==> config.mk <==
export PLATFORM = sky130hd
export DESIGN_NAME = seq_divider_p
export DESIGN_NICKNAME = d
export VERILOG_FILES = /design/src/rtl/seq_divider_p.sv
export SDC_FILE = /design/constraint.sdc
export NUM_CORES = 1
export LEC_CHECK = 0
export BUFFER_PORTS_ARGS = -buffer_cell sky130_fd_sc_hd__buf_2
export CAP_MARGIN = 20
export CELL_PAD_IN_SITES_DETAIL_PLACEMENT = 1
export CELL_PAD_IN_SITES_GLOBAL_PLACEMENT = 1
export CORE_UTILIZATION = 47
export CTS_BUF_LIST = sky130_fd_sc_hd__clkbuf_4
export DETAILED_ROUTE_END_ITERATION = 10
export GPL_TIMING_DRIVEN = 0
export PLACE_DENSITY_LB_ADDON = 0.05
export SYNTH_ARGS = -nofsm -noshare
export SYNTH_HDL_FRONTEND = slang
export SYNTH_SLANG_ARGS = --single-unit
export TNS_END_PERCENT = 50
==> constraint.sdc <==
create_clock -name clk -period 3.5 [get_ports clk]
set_input_delay 0.175 -clock clk [delete_from_list [all_inputs] [get_ports clk]]
set_output_delay 0.175 -clock clk [all_outputs]
set_load 0.01 [all_outputs]
==> src/rtl/seq_divider_p.sv <==
// Multi-cycle restoring divider, signed/unsigned, one quotient bit per cycle.
// Define SEQ_DIV_EARLY_OUT_EN to skip the iterations when |divisor| > |dividend| or divisor == 0.
module seq_divider_p #(
  parameter int WIDTH = 32
) (
  input  logic             clk,
  input  logic             rst_n,
  input  logic             run,
  input  logic             sgn,
  input  logic [WIDTH-1:0] dividend,
  input  logic [WIDTH-1:0] divisor,
  output logic             busy,
  output logic             ready,
  output logic [WIDTH-1:0] quotient,
  output logic [WIDTH-1:0] remainder,
  output logic             dbz
);

  localparam int CNT_W = $clog2(WIDTH) + 1;
  localparam logic [CNT_W-1:0] LAST = CNT_W'(WIDTH - 1);

  typedef enum logic [1:0] {
    S_IDLE,
    S_CALC,
    S_FIX,
    S_DONE
  } state_e;

  state_e state_q, state_d;

  logic [CNT_W-1:0] cnt_q, cnt_d;
  logic [WIDTH-1:0] rem_q, rem_d;
  logic [WIDTH-1:0] quo_q, quo_d;
  logic [WIDTH-1:0] dmag_q, dmag_d;
  logic [WIDTH-1:0] dvd_q, dvd_d;
  logic [WIDTH-1:0] quot_q, quot_d;
  logic [WIDTH-1:0] remo_q, remo_d;
  logic qneg_q, qneg_d;
  logic rneg_q, rneg_d;
  logic dbz_q, dbz_d;
  logic early_q, early_d;
  logic busy_q, busy_d;
  logic ready_q, ready_d;
  logic dbzo_q, dbzo_d;

  logic             accept;
  logic             dvd_neg;
  logic             dvs_neg;
  logic             early_hit;
  logic [WIDTH-1:0] amag;
  logic [WIDTH-1:0] bmag;
  logic [WIDTH:0]   trial;
  logic [WIDTH:0]   diff;

  assign accept  = run && (state_q == S_IDLE || state_q == S_DONE);
  assign dvd_neg = sgn & dividend[WIDTH-1];
  assign dvs_neg = sgn & divisor[WIDTH-1];
  assign amag    = dvd_neg ? -dividend : dividend;
  assign bmag    = dvs_neg ? -divisor : divisor;

  // Top bit of the WIDTH+1 difference is the borrow of the trial subtract
  assign trial = {rem_q, quo_q[WIDTH-1]};
  assign diff  = trial - {1'b0, dmag_q};

`ifdef SEQ_DIV_EARLY_OUT_EN
  assign early_hit = (divisor == '0) || (bmag > amag);
`else
  assign early_hit = 1'b0;
`endif

  always_ff @(posedge clk or negedge rst_n) begin
    if (!rst_n) begin
      state_q <= S_IDLE;
    end else begin
      state_q <= state_d;
    end
  end

  always_comb begin
    state_d = state_q;
    unique case (state_q)
      S_IDLE, S_DONE: begin
        if (run) begin
          state_d = early_hit ? S_FIX : S_CALC;
        end
      end
      S_CALC: begin
        if (cnt_q == LAST) begin
          state_d = S_FIX;
        end
      end
      S_FIX: state_d = S_DONE;
      default: state_d = S_IDLE;
    endcase
  end

  always_comb begin
    cnt_d   = cnt_q;
    rem_d   = rem_q;
    quo_d   = quo_q;
    dmag_d  = dmag_q;
    dvd_d   = dvd_q;
    qneg_d  = qneg_q;
    rneg_d  = rneg_q;
    dbz_d   = dbz_q;
    early_d = early_q;
    busy_d  = busy_q;
    ready_d = ready_q;
    dbzo_d  = dbzo_q;
    quot_d  = quot_q;
    remo_d  = remo_q;
    if (accept) begin
      dvd_d   = dividend;
      dmag_d  = bmag;
      quo_d   = amag;
      rem_d   = '0;
      cnt_d   = '0;
      qneg_d  = dvd_neg ^ dvs_neg;
      rneg_d  = dvd_neg;
      dbz_d   = (divisor == '0);
      early_d = early_hit;
      busy_d  = 1'b1;
      ready_d = 1'b0;
    end else if (state_q == S_CALC) begin
      rem_d = diff[WIDTH] ? trial[WIDTH-1:0] : diff[WIDTH-1:0];
      quo_d = {quo_q[WIDTH-2:0], ~diff[WIDTH]};
      cnt_d = cnt_q + 1'b1;
    end else if (state_q == S_FIX) begin
      if (dbz_q) begin
        quot_d = '1;
      end else if (early_q) begin
        quot_d = '0;
      end else begin
        quot_d = qneg_q ? -quo_q : quo_q;
      end
      if (dbz_q || early_q) begin
        remo_d = dvd_q;
      end else begin
        remo_d = rneg_q ? -rem_q : rem_q;
      end
      dbzo_d  = dbz_q;
      busy_d  = 1'b0;
      ready_d = 1'b1;
    end
  end

  always_ff @(posedge clk or negedge rst_n) begin
    if (!rst_n) begin
      cnt_q   <= '0;
      rem_q   <= '0;
      quo_q   <= '0;
      dmag_q  <= '0;
      dvd_q   <= '0;
      qneg_q  <= 1'b0;
      rneg_q  <= 1'b0;
      dbz_q   <= 1'b0;
      early_q <= 1'b0;
      busy_q  <= 1'b0;
      ready_q <= 1'b0;
      dbzo_q  <= 1'b0;
      quot_q  <= '0;
      remo_q  <= '0;
    end else begin
      cnt_q   <= cnt_d;
      rem_q   <= rem_d;
      quo_q   <= quo_d;
      dmag_q  <= dmag_d;
      dvd_q   <= dvd_d;
      qneg_q  <= qneg_d;
      rneg_q  <= rneg_d;
      dbz_q   <= dbz_d;
      early_q <= early_d;
      busy_q  <= busy_d;
      ready_q <= ready_d;
      dbzo_q  <= dbzo_d;
      quot_q  <= quot_d;
      remo_q  <= remo_d;
    end
  end

  assign busy      = busy_q;
  assign ready     = ready_q;
  assign dbz       = dbzo_q;
  assign quotient  = quot_q;
  assign remainder = remo_q;

endmodule

==> flow_summary.json <==
{
  "min_path_type": "in2async",
  "clock.fmax_mhz": 289,
  "crit_arrival_ps": 4020,
  "antenna_found_initial": 1,
  "fp.coreArea_mm2": 0.0272,
  "grt_pass1_wl_mm": 76.7,
  "final_layout_size_suffix_gt1_share_pct": 16.0,
  "cap_violations": 0,
  "seq_area_mm2": 0.00516,
  "dp_hpwl_mm": 35.2,
  "ys_seq_area_share_pct": 39.3,
  "die_area_mm2": 0.0286,
  "syn_area_mm2": 0.0131,
  "reg2reg_to": "rem_q[2]$_DFFE_PN0P_",
  "ys.flop_type": "dfrtp_1",
  "die_y_um": 169,
  "slew-limit-headroom_pct": 29.0,
  "synth_nets": 1653,
  "num_vias": 13100,
  "clock-root-buffer": "clkbuf_4",
  "crit_path_end_kind": "flip-flop",
  "ys_ff_latch": 206,
  "synth_edf_count": 0,
  "cp-endpoint": "rem_q[2]$_DFFE_PN0P_",
  "final_util_pct": 58.7,
  "place.gp.congestion": 0.895,
  "reg2reg_slack_ps": 40,
  "ioPinCount": 135,
  "yosysWarnings": 0,
  "fin_skew_ps": 48.5,
  "setup_ws_ps": 39.0,
  "htree_levels": 2,
  "post-place-ws_ps": -712,
  "rows": 60,
  "report.final.hold_viol_count": 0,
  "ys_async_sr_fraction_pct": 100,
  "yosysTopAreaCellShare_pct": 39.3,
  "min_period_ps": 3460,
  "clkSlewWorstSetupHoldPaths_ps": 70,
  "fin_nets": 1930,
  "final.setup.tns_ps": 0,
  "avgSynthCellArea_um2": 8.49,
  "postRouteAntennaNets": 0,
  "worstSetupStartpoint": "quo_q[31]$_DFFE_PN0P_",
  "grt_overflow": 0,
  "worstRegToRegCells": 13,
  "power_density_mw_per_mm2": 1060,
  "start_util_pct": 48.2,
  "drt_wl_total_mm": 48.8,
  "worstPathMaxFanout": 10,
  "r2r-start": "quo_q[31]$_DFFE_PN0P_",
  "fp.dieW_um": 169,
  "grt_max_degree": 112,
  "drv_slew": 0,
  "clock_path_buffers": 3,
  "cts_buffers": 57,
  "io_buffers": 134,
  "cts_tree": "yes",
  "areaGrowthSynthToFinish_pct": 21.7,
  "outcome": "finished clean",
  "wl_per_cell_um": 21.8,
  "synth_top_cell_by_area": "dfrtp_1",
  "initialDrtViolationCount": 969,
  "period_share_pct": 98.9,
  "power_leakage_nw": 7.06,
  "insertion_delay_ps": 750,
  "grt_pass1_vias": 13800,
  "cp-start-kind": "flip-flop",
  "critPathKind": "reg2reg",
  "synth_area_leaders": "dfrtp_1 39%, o21ai_0 7.5%, nand2_1 7.1%",
  "synth.distinct_cells": 67,
  "required_ps": 4060,
  "syn_inst": 1544,
  "worst_slew_pin_slew_ps": 1060,
  "n_fill_cell": 3304,
  "drc": 0,
  "setup_viol": 0,
  "ir_worst_vdd_uv": 484,
  "routed_via_density": 5.86,
  "cts_sinks": 206,
  "multi_input_area_mm2": 0.00750,
  "grt.total_usage_pct": 34.6,
  "firstDrtPassIters": 5
}
[how the worst min path moves through the flow]
stage,cells after the start,end,slack (ps),start
global route,2,cnt_q[5]$_DFFE_PN0P_,110,rst_n
detailed placement,1,cnt_q[5]$_DFFE_PN0P_,240,rst_n
global placement,3,dvd_q[21]$_DFFE_PN0P_,460,dividend[21]
floorplan,0,busy$_DFFE_PN0P_,-120,rst_n
finish,2,cnt_q[5]$_DFFE_PN0P_,30,rst_n
CTS,2,cnt_q[5]$_DFFE_PN0P_,60,rst_n
[stage by stage]
step                area (um^2)  hold WS [ps]  std cells  power [mW]
finish                    16000          26.0       2236        16.9
global route              16000           109       2236        18.1
CTS                       15900          58.9       2235        16.7
detailed placement        14300           244       2051        14.2
global placement          14200           457       2050        13.7
floorplan                 13100          -121       1544        10.8
[power by group]
part / switching, mW / internal, mW / leakage [nW]
Combinational: 6.33 / 3.70 / 4.11
Clock: 1.09 / 1.11 / 0.424
Sequential: 1.10 / 3.52 / 2.53
[final cells by class]
type / instances / share of cell area [%]
antenna: 1 / 0.0157
inverter: 58 / 1.36
clock buffer: 86 / 4.05
multi-input combinational: 1189 / 47.0
timing repair buffer: 218 / 9.63
tap: 372 / 2.92
sequential: 206 / 32.3
clock inverter: 15 / 0.384
buffer: 91 / 2.28
[registers in the layout, summed over array words and instances, names as in the netlist]
| signal | flops |
|---|---|
| busy | 1 |
| quo_q | 32 |
| remainder | 32 |
| dbz_q | 1 |
| ready | 1 |
| dvd_q | 32 |
| dmag_q | 32 |
| rneg_q | 1 |
| quotient | 32 |
| state_q | 2 |
| cnt_q | 6 |
| dbz | 1 |
| rem_q | 32 |
| qneg_q | 1 |
[cell families (layout without fill, tap and decap cells)]
group	Yosys count	count (layout)	share of synthesized area, %
AND/OR/NAND/NOR	502	502	17.7
AO/OA/AOI/OAI	427	427	19.1
flip-flops	206	206	39.3
XOR/XNOR	149	149	9.96
buffers and inverters	149	468	4.31
multiplexers	70	70	5.67
adder cells (fa/ha/maj)	41	41	3.97
other	0	1	0
[critical path, cell delays in order (launching register included)]
cell      delay [ps]
dfrtp_1          350
inv_1            160
ha_2             260
fa_1             410
nand2b_1         220
a21oi_2          160
o21a_2           190
o21ai_2          120
o21ai_4          180
a21o_4           190
mux2_2           390
clkbuf_2         250
o21ai_0          250
a31oi_1          120
[cell usage after synthesis, types with 3 or more instances]
cell and instances:
nand2_1 247, dfrtp_1 206, o21ai_0 196, xor2_1 99
a21oi_1 85, nor2_1 84, clkbuf_1 81, inv_1 58
xnor2_1 50, nand3_1 43, ha_1 40, a31oi_1 37
mux2i_1 36, mux2_2 34, o31ai_1 32, nor3_1 22
and3_1 18, nor4_1 16, or3_1 15, a21o_1 13
o41ai_1 11, nand2b_1 10, a211oi_1 9, or4_1 7
and2_1 6, buf_1 6, nand4_1 6, nor2b_1 6
o21a_1 5, o21ai_1 5, buf_2 4, nor3b_1 4
o22ai_1 4, a2111o_1 3, o21bai_1 3, o311ai_0 3
[metal layers]
metal  track usage, %  part of all wire (%)  vias up
li1                 -                     -     6007
met3             4.56                   4.5      123
met4             14.5                   4.1        0
met5                0                     0        -
met1             43.5                    43     6564
met2             59.8                    49      413
[layout by cell type (no fill, tap or decap), types with 43 or more instances in the layout]
cell | Yosys | routed
nand2_1 | 247 | 247
dfrtp_1 | 206 | 204
o21ai_0 | 196 | 194
buf_2 | 4 | 136
xor2_1 | 99 | 99
clkbuf_4 | 0 | 87
nor2_1 | 84 | 84
a21oi_1 | 85 | 83
dlygate4sd3_1 | 0 | 82
clkbuf_1 | 81 | 73
inv_1 | 58 | 58
xnor2_1 | 50 | 50
nand3_1 | 43 | 43
[what timing repair did]
item                                    CTS  global route
hold buffers                             82             0
setup buffers                             1             0
resized for setup                        19            20
hold endpoints to repair                194             0
pin swaps                                 1             0
endpoints found under the setup margin   33            36
No activity file was read; power rests on OpenSTA's default activity.
